===== config.mk =====
export PLATFORM = sky130hd
export DESIGN_NAME = adc_frame_tx
export DESIGN_NICKNAME = d
export VERILOG_FILES = /design/src/rtl/adc_pkg.sv /design/src/rtl/adc_frame_tx.sv
export SDC_FILE = /design/constraint.sdc
export NUM_CORES = 1
export LEC_CHECK = 0
export ABC_CLOCK_PERIOD_IN_PS = 6940
export CORE_AREA = 2 2 175 177
export DETAILED_ROUTE_END_ITERATION = 7
export DIE_AREA = 0 0 177 179
export HOLD_SLACK_MARGIN = 0.02
export PLACE_DENSITY = 0.86
export RECOVER_POWER = 25
export SLEW_MARGIN = 30
export SYNTH_ARGS = -nofsm -noshare
export SYNTH_HDL_FRONTEND = slang
export SYNTH_SLANG_ARGS = --single-unit

===== constraint.sdc =====
create_clock -name clk -period 6.94 [get_ports clk]
set_input_delay 1.041 -clock clk [delete_from_list [all_inputs] [get_ports clk]]
set_output_delay 1.041 -clock clk [all_outputs]
set_load 0.05 [all_outputs]

===== src/rtl/adc_pkg.sv =====
// Shared constants, FSM state type and sample/byte helpers for the ADC frame readout.
package adc_pkg;

  localparam int unsigned NUM_TAPS_DEF = 20;
  localparam int unsigned SAMPLE_W_DEF = 14;
  localparam int unsigned BYTE_W       = 8;
  localparam logic [BYTE_W-1:0] HEADER_DEF = 8'hA5;

  typedef enum logic [2:0] {
    IDLE,
    HDR,
    HI,
    LO,
    CSUM
  } state_t;

  // Extract tap k from a flattened default-sized tap bus (k=0 newest).
  function automatic logic [SAMPLE_W_DEF-1:0] tap_slice(
    input logic [NUM_TAPS_DEF*SAMPLE_W_DEF-1:0] taps,
    input int unsigned                          k
  );
    return taps[k*SAMPLE_W_DEF +: SAMPLE_W_DEF];
  endfunction

  // High byte of a sample already zero-extended to 16 bits.
  function automatic logic [BYTE_W-1:0] sample_hi(input logic [15:0] s);
    return s[15:8];
  endfunction

  // Low byte of a sample already zero-extended to 16 bits.
  function automatic logic [BYTE_W-1:0] sample_lo(input logic [15:0] s);
    return s[7:0];
  endfunction

endpackage


===== src/rtl/adc_frame_tx.sv =====
// Snapshots all delay-line taps on capture and streams them as a framed,
// checksummed byte sequence over a valid/ready handshake.
module adc_frame_tx
  import adc_pkg::*;
#(
  parameter int unsigned       NUM_TAPS = NUM_TAPS_DEF,
  parameter int unsigned       SAMPLE_W = SAMPLE_W_DEF,
  parameter logic [BYTE_W-1:0] HEADER   = HEADER_DEF
) (
  input  logic                         clk,
  input  logic                         rst,
  input  logic [NUM_TAPS*SAMPLE_W-1:0] taps_in,
  input  logic                         capture,
  output logic [BYTE_W-1:0]            tx_data,
  output logic                         tx_valid,
  input  logic                         tx_ready,
  output logic                         busy,
  output logic [BYTE_W-1:0]            drop_count
);

  localparam int unsigned IDX_W = (NUM_TAPS > 1) ? $clog2(NUM_TAPS) : 1;

  state_t              r_state;
  logic [SAMPLE_W-1:0] r_snap [NUM_TAPS];
  logic [IDX_W-1:0]    r_idx;
  logic [BYTE_W-1:0]   r_csum;
  logic [BYTE_W-1:0]   r_tx_data;
  logic                r_tx_valid;
  logic                r_busy;
  logic [BYTE_W-1:0]   r_drop;

  logic                w_xfer;
  logic [IDX_W-1:0]    w_idx_dn;
  logic [15:0]         w_cur;
  logic [15:0]         w_nxt;
  logic [BYTE_W-1:0]   w_csum_nxt;

  // Handshake, next-tap index and running checksum including the byte on the bus.
  assign w_xfer     = r_tx_valid & tx_ready;
  assign w_idx_dn   = r_idx - IDX_W'(1);
  assign w_cur      = 16'(r_snap[r_idx]);
  assign w_nxt      = 16'(r_snap[w_idx_dn]);
  assign w_csum_nxt = r_csum ^ r_tx_data;

  // Frame FSM: snapshot, byte sequencing, checksum and drop counting.
  always_ff @(posedge clk) begin
    if (rst) begin
      r_state    <= IDLE;
      r_idx      <= '0;
      r_csum     <= '0;
      r_tx_data  <= '0;
      r_tx_valid <= 1'b0;
      r_busy     <= 1'b0;
      r_drop     <= '0;
      for (int unsigned k = 0; k < NUM_TAPS; k++) begin
        r_snap[k] <= '0;
      end
    end else begin
      // A capture during a frame (including the CSUM transfer cycle) is ignored.
      if (capture && r_busy && (r_drop != 8'hFF)) begin
        r_drop <= r_drop + 8'd1;
      end

      case (r_state)
        IDLE: begin
          if (capture) begin
            for (int unsigned k = 0; k < NUM_TAPS; k++) begin
              r_snap[k] <= taps_in[k*SAMPLE_W +: SAMPLE_W];
            end
            r_csum     <= '0;
            r_idx      <= IDX_W'(NUM_TAPS - 1);
            r_tx_data  <= HEADER;
            r_tx_valid <= 1'b1;
            r_busy     <= 1'b1;
            r_state    <= HDR;
          end
        end
        HDR: begin
          if (w_xfer) begin
            r_tx_data <= sample_hi(w_cur);
            r_state   <= HI;
          end
        end
        HI: begin
          if (w_xfer) begin
            r_csum    <= w_csum_nxt;
            r_tx_data <= sample_lo(w_cur);
            r_state   <= LO;
          end
        end
        LO: begin
          if (w_xfer) begin
            r_csum <= w_csum_nxt;
            if (r_idx == '0) begin
              r_tx_data <= w_csum_nxt;
              r_state   <= CSUM;
            end else begin
              r_idx     <= w_idx_dn;
              r_tx_data <= sample_hi(w_nxt);
              r_state   <= HI;
            end
          end
        end
        CSUM: begin
          if (w_xfer) begin
            r_tx_valid <= 1'b0;
            r_busy     <= 1'b0;
            r_state    <= IDLE;
          end
        end
        default: begin
          r_tx_valid <= 1'b0;
          r_busy     <= 1'b0;
          r_state    <= IDLE;
        end
      endcase
    end
  end

  assign tx_data    = r_tx_data;
  assign tx_valid   = r_tx_valid;
  assign busy       = r_busy;
  assign drop_count = r_drop;

endmodule


Yosys cells after proc, flatten, opt, wreduce, memory -nomap -nowiden
Memory sizes are Yosys's and may differ from the RTL's. A register that Yosys moved wholly into a read port is not among the register bits.
Cells that the tools add are included.
{"block": "totals", "register_bits": 33, "mem_bits_rw": 280, "in_bits": 284, "output_inout_bits": 18, "wordCells": 109, "n_memories": 1}
{"block": "classes", "n_addsub": 2, "eq_ne": 12, "muxes": 51, "bitwise_logic": 23, "reduce_logical": 14}
{"name": "r_snap", "depth": 20, "width": 14, "read_ports": 2, "rd_ports_with_merged_regs": 1, "write_ports": 20, "line_no": "adc_frame_tx.sv:24", "text": "logic [SAMPLE_W-1:0] r_snap [NUM_TAPS];"}
{"operator": "$mux 14", "n": 20}
{"operator": "$mux 8", "n": 7}
{"operator": "$pmux 8 s4", "n": 1}
{"operator": "$mux 5", "n": 5}
{"operator": "$or 1x1->1", "n": 20}
{"operator": "$mux 3", "n": 6}
{"operator": "$pmux 8 s2", "n": 1}
{"operator": "$pmux 3 s5", "n": 1}
{"operator": "$ne 2x2->1 const B", "n": 6}
{"operator": "$pmux 5 s2", "n": 1}
{"operator": "$reduce_and 5->1", "n": 2}
{"operator": "$add 8x1->8 const B", "n": 1}
{"operator": "$mux 1", "n": 8}
{"operator": "$ne 8x8->1 const B", "n": 1}
{"operator": "$xor 8x8->8", "n": 1}
{"operator": "$eq 3x2->1 const B", "n": 2}
{"operator": "$reduce_and 3->1", "n": 2}
{"operator": "$logic_not 5->1", "n": 1}
{"operator": "$sub 5x1->5 const B", "n": 1}
{"operator": "$reduce_and 4->1", "n": 1}
{"operator": "$reduce_bool 2->1", "n": 2}
{"operator": "$reduce_bool 4->1", "n": 1}
{"operator": "$eq 3x1->1 const B", "n": 1}
{"operator": "$eq 3x3->1 const B", "n": 1}
{"operator": "8 further kinds", "n": 9}

Depth between registers and ports, before layout
Gate-level depths: netlist of the first run.
{"block": "logic_depth", "ltp_word": 6, "depth_mapped": 12, "depth_no_buf": 8}

Worst setup path before layout of the first run
No wires, ideal clock.
{"block": "synth_path", "path_kind": "input to register", "from": "in rst", "to": "mem r_snap[0][0] (netlist name), enable pin", "setup_ns": 0.526, "arrival_ns": 5.043, "required_time_ns": 6.414, "path_slack_ns": 1.371, "stages": 3, "n_path_buf": 2, "path_cell_list": "clkbuf_1 > buf_1 > or2_2"}
{"item": "start, declared", "line_no": "adc_frame_tx.sv:11", "text": "input logic rst,"}
{"item": "end, declared", "line_no": "adc_frame_tx.sv:24"}

==> results.cfg, run 1 <==
[outcome]
status = finished with violations
violations = max-capacitance violations, max-slew violations

[die]
dieArea_sq_um = 31680
pin_count = 302
dieHeight_microns = 179
fp-row-count = 64
die_w_microns = 177
start_util_pct = 51.11
core-area_sq_um = 30030

[worst_setup_path]
cp-end-kind = flop
reg2reg_to = tx_data[6]
cp_max_fo = 66
start_kind = input pin
cp.required_ns = 7.08
crit_type = in -> reg
ff2ff_path_depth = 7
cp.arrival_ns = 4.77
rrSetupSlack_ns = 3.47

[synth]
synth_seq_cells = 318
yosysSeqAreaShare_pct = 59.74
synthArstFlopShare_pct = 0
synthCells = 1075
synthesis.nets = 1361
ys.flop_type = edfxtp_1
synth-edff-count = 280
synth_area_per_cell_sq_um = 14.28
ys_types = 50
syn-cell-area_sq_um = 15350
synth_warnings = 0

[global_routing]
overflow = 0
grt_pass1_wl_mm = 57.82
grtUsageTotal_pct = 24.68
grt_pass1_vias = 10320
antenna_found_initial = 3
grt_max_degree = 119

[cts]
ctsHoldBuffers = 0
tritoncts = built
clockBufferDepth = 3
root_buffer = clkbuf_16
clkSlewWorstSetupHoldPaths_ns = 0.06
clock_insertion_delay_worst_skew_ns = 0.53
clock-sinks = 318
post_cts_buffers = 0
cts_buffers = 35
cts_max_level = 2
cts-resized-gates = 0

[place]
placed_cell_area_sq_um = 18670
hpwl_mm = 27.70
dp_cells = 1712
gp_congestion = 0.9063
io_buffers = 301

[min_path]
worstHoldPathCells = 2
hold_path_class = reg -> reg
holdPathEnd = r_csum[7]
min_from = r_csum[7]

[timing]
setup_tns_ns = 0
min_period_ns = 4.630
grt_setup_unrepaired = no
tightest_slew_ns = 3.013
period_share_pct = 66.72
fmaxAchievable_mhz = 216.0
setup_violations = 0
max_slew_margin_pct = -100.9
slew_viol_final = 116
hold_viol = 0
finClkSkew_ns = 0.02111

[final_layout]
final_util_pct = 65.80
multi_input_area_sq_um = 5837
stdcell_count = 1775
stdcell_area_sq_um = 19760
seq_area_sq_um = 9179
drive_above_1_share_pct = 12.77
nFillCells = 2081
synthToLayoutAreaGrowth_pct = 28.75
layout.nets = 1639

[drt]
avgViaCountPerCell = 5.700
drc_errors = 0
detail-route-antenna-nets = 0
vias = 10120
detail_route.wl_per_cell_microns = 22.05
drt_pass1_iterations = 7
routed_wirelength_mm = 39.15
drt-initial-drc-count = 761

[pwr]
ir_drop_mv = 0.1650
leakage_uw = 0.007044
powerDensity_nw_per_um2 = 243.8

[job]
cap_violations = 2
critical path, cell delays in order:
cell	delay, ns
buf_2	0.07
clkbuf_1	2.12
or2_4	0.72
buf_4	0.72
how the worst max path moves through the flow:
stage              from      endpoint
2_1_floorplan       rst  r_snap[0][0]
3_3_place_gp    capture  r_snap[6][4]
3_5_place_dp    capture  r_snap[8][2]
4_1_cts        r_idx[0]    tx_data[1]
5_1_grt             rst  r_snap[6][1]
6_report            rst  r_snap[0][5]
Yosys cell counts (all sizes together) (5+ instances only):
master / count / area share (%)
mux2: 5 / 0.37
inv: 5 / 0.12
mux2i: 29 / 1.9
xor2: 6 / 0.34
nor2: 36 / 0.88
nand2: 51 / 1.2
a21oi: 31 / 1.0
nor2b: 35 / 1.4
o211ai: 5 / 0.24
a31oi: 9 / 0.37
o21ai: 27 / 0.88
dfxtp: 38 / 5.0
edfxtp: 280 / 55
nand3: 13 / 0.42
nand3b: 10 / 0.49
nand4: 10 / 0.41
xnor2: 8 / 0.46
mux4: 99 / 15
nor3: 9 / 0.33
or2: 5 / 0.20
clkbuf: 39 / 0.95
buf: 35 / 1.3
and2: 252 / 10
cells by family (layout without fill, tap and decap cells):
logic type	Yosys count	count (layout)	synth area share (%)
simple gates	432	432	16.17
flops	318	318	59.74
mux	133	133	16.81
compound gates	96	96	3.873
buf+inv	80	383	2.438
xor+xnor	14	14	0.7990
fa+ha+maj	2	2	0.1630
other cells	0	1	0
flip-flops by register name, indices dropped and copies added (netlist names), named ones only:
signal,flops
r_snap,280
busy,1
drop_count,8
r_csum,8
r_idx,5
r_state,3
tx_data,8
per-stage QoR:
stage / total power, uW / setup slack, ns / hold slack (ns)
after floorplan: 2778 / 1.371 / 0.4623
after global placement: 3069 / 2.943 / 0.4713
after detailed placement: 3096 / 3.253 / 0.4914
after CTS: 4846 / 3.507 / 0.5007
after global routing: 4978 / 2.030 / 0.5329
final: 4818 / 2.310 / 0.5006
power breakdown:
part / switching, uW / leakage (uW) / internal (uW)
combinational: 327 / 0.00318 / 385
clock: 733 / 0.000531 / 1020
sequential: 88.1 / 0.00334 / 2260
total: 1150 / 0.00704 / 3670
final cells by class:
class / instances / area share, %
flip-flops and latches: 318 / 46.45
multi-input cells: 677 / 29.54
repair buffers: 315 / 15.84
clock buffers: 50 / 4.926
well taps: 396 / 2.507
clock inverters: 12 / 0.6079
inverters: 6 / 0.1140
diodes: 1 / 0.01266
layout by cell type (no fill, tap or decap), types with 31 or more instances in the layout:
master	netlist	layout
nor2_1	36	36
clkdlybuf4s50_1	0	300
and2_0	0	41
and2_1	252	211
mux4_2	98	98
a21oi_1	31	31
clkbuf_16	0	36
nand2_1	51	51
dfxtp_1	38	34
edfxtp_1	280	280
nor2b_1	35	35
per-layer routing:
metal | vias up | part of all wire (%) | track usage (%)
met5 | - | 0.061 | 0
met4 | 4 | 4.1 | 10.30
met3 | 107 | 9.3 | 7.676
met2 | 454 | 52 | 43.04
met1 | 4989 | 35 | 28.20
li1 | 4563 | - | -
No activity file was read; power rests on OpenSTA's default activity.
==> run 2: changes to the inputs <==
--- a/config.mk
+++ b/config.mk
@@ -5,7 +5,7 @@
 export SDC_FILE = /design/constraint.sdc
 export NUM_CORES = 1
 export LEC_CHECK = 0
-export ABC_CLOCK_PERIOD_IN_PS = 6940
+export ABC_CLOCK_PERIOD_IN_PS = 4400
 export CORE_AREA = 2 2 175 177
 export DETAILED_ROUTE_END_ITERATION = 7
 export DIE_AREA = 0 0 177 179
==> constraint.sdc (replaced) <==
create_clock -name clk -period 4.4 [get_ports clk]
set_input_delay 0.66 -clock clk [delete_from_list [all_inputs] [get_ports clk]]
set_output_delay 0.66 -clock clk [all_outputs]
set_load 0.05 [all_outputs]
==> run 2 against run 1 <==
  * Critical endpoint is now tx_data[1]
  * Cell area is 0.56% higher
  * Sequential share of layout area is 0.25 points lower
  * Combinational power increased by 59%
  * Clock power increased by 67%
  * Via count is 1.2% higher
  * Critical path depth grew 2
  * Sequential cell count stayed put
  * Largest cell class unchanged
  * Critical path type unchanged
  * Utilization grew 0.37 points
  * Final cell count rose by 0.17%
  * The flow still finishes with violations (max-capacitance violations, max-slew violations)
==> results.cfg, run 2 (synthesis results as in run 1) <==
[drt]
routed_wirelength_mm = 40.18
detail_route.wl_per_cell_microns = 22.60
avgViaCountPerCell = 5.760
drt_pass1_iterations = 5
detail-route-antenna-nets = 0
drc_errors = 0
drt-initial-drc-count = 1143
vias = 10240

[final_layout]
seq_area_sq_um = 9180
drive_above_1_share_pct = 13.46
largest_reg_flops = 280
regMostFlops = r_snap
stdcell_area_sq_um = 19870
nFillCells = 2072
synthToLayoutAreaGrowth_pct = 29.48
num_antenna_cells = 0
layout_commonest_cell = clkdlybuf4s50_1
layout_common_cells = clkdlybuf4s50_1 (299), edfxtp_1 (280), and2_1 (232), mux4_2 (98), nand2_1 (51)
multi_input_area_sq_um = 5807
layout.nets = 1643

[die]
start_util_pct = 51.11
core-area_sq_um = 30030
fp-row-count = 64
dieArea_sq_um = 31680
pin_count = 302
die_w_microns = 177
dieHeight_microns = 179

[worst_setup_path]
critPathMaxStageDelay_ns = 1.77
startpoint = rst
cp_max_fo = 53
cp-end-kind = flop
crit_type = in -> reg
start_kind = input pin
crit_family = buffers and inverters
cp.required_ns = 4.78
worstReg2RegStart = r_state[0]
slowest_stage = clkbuf_1
crit_buf_inv = 2
cp.arrival_ns = 3.76
path_cells = buf_2, clkbuf_1, nor3_1, o211ai_1, a221o_1, nand4_1

[cts]
clkSlewWorstSetupHoldPaths_ns = 0.06
clockBufferDepth = 3
cts-resized-gates = 0
clock_insertion_delay_worst_skew_ns = 0.51
tritoncts = built
cts_buffers = 34
clock-sinks = 318
cts_max_level = 2
root_buffer = clkbuf_16
ctsHoldBuffers = 0
post_cts_buffers = 0

[place]
io_buffers = 301
hpwl_mm = 29.00
placed_cell_area_sq_um = 18750
gp_congestion = 0.9546

[job]
cap_violations = 3

[timing]
period_share_pct = 76.81
max_slew_margin_pct = -62.64
grt_setup_unrepaired = no
fmaxAchievable_mhz = 295.9
min_period_ns = 3.380
setup_violations = 0
slew_viol_final = 100
tightest_slew_ns = 2.440
setup_tns_ns = 0
finClkSkew_ns = 0.01273
hold_viol = 0

[outcome]
status = finished with violations
violations = max-capacitance violations, max-slew violations

[pwr]
power.internal_uw = 5935
pwr-share-clk_pct = 37.7
leakage_uw = 0.007118
ir_drop_mv = 0.2694
powerDensity_nw_per_um2 = 391.9
combPwrFrac_pct = 14.6
swShare_pct = 23.79
p_switching_uw = 1853
p_seq_share_pct = 47.7

[global_routing]
antenna_found_initial = 0
overflow = 0
grt_pass1_wl_mm = 59.78
grtUsageTotal_pct = 25.47
grt_max_degree = 96
grt_pass1_vias = 10470

[min_path]
hold_path_class = reg -> reg
min_from = r_csum[2]
==> run 2: cell count changes in the layout (fill, tap and decap cells not counted), sizes merged <==
cell           change
clkdlybuf4s50      -1
diode              -1
clkinvlp           +5
dlygate4sd3        +1
bufinv             +3
buf                +5
clkbuf             -9
==> run 2: layout make-up <==
cell class / instances / area share [%]
timing repair buffer: 320 / 16.19
multi-input combinational: 677 / 29.22
clock buffer: 41 / 4.672
sequential: 318 / 46.20
inverter: 6 / 0.1133
tap: 396 / 2.493
clock inverter: 20 / 1.108
==> run 2: per-layer routing <==
layer  up-vias  global-route usage (%)  share of wire (%)
met5         -                       0                  0
met4         0                   10.37                4.1
met3       103                   6.510                9.3
met2       524                   43.58                 51
met1      5025                   30.92                 36
li1       4589                       -                  -
==> run 2: worst paths after layout <==
check                  endpoint  slack (ns)  depth (start not counted)
setup reg to reg  r_snap[16][6]        1.10                          5
hold / removal        r_csum[2]        0.51                          2
hold reg to reg       r_csum[2]        0.51                          2
setup / recovery     tx_data[1]        1.02                          6
==> run 2: power by group through the flow <==
stage,registers [uW],logic (uW),clock network [uW]
global route,3740,1200,3080
CTS,3710,1140,2970
global placement,3750,1110,0
floorplan,3710,655,0
detailed placement,3780,1130,0
finish,3720,1130,2940
==> run 2: worst reg2reg max path, cell delays in order (launching register included) <==
cell and delay [ns]:
dfxtp_1 0.41, nor2_1 0.21, nand2_1 0.18, nor2_1 0.21, or2_1 1.50, buf_12 0.43
==> run 2: metrics by stage <==
step                      setup slack [ns]  util [%]  hold WS, ns  power, uW  instances
after floorplan                     0.6297         -       0.4623       4370       1075
after global placement               1.496     62.42       0.4768       4867       1717
after detailed placement             1.430     62.43       0.4974       4904       1717
after CTS                            1.522     66.25       0.5085       7817       1778
after global routing                0.8249     66.18       0.5386       8023       1778
final                                1.020     66.18       0.5107       7787       1778
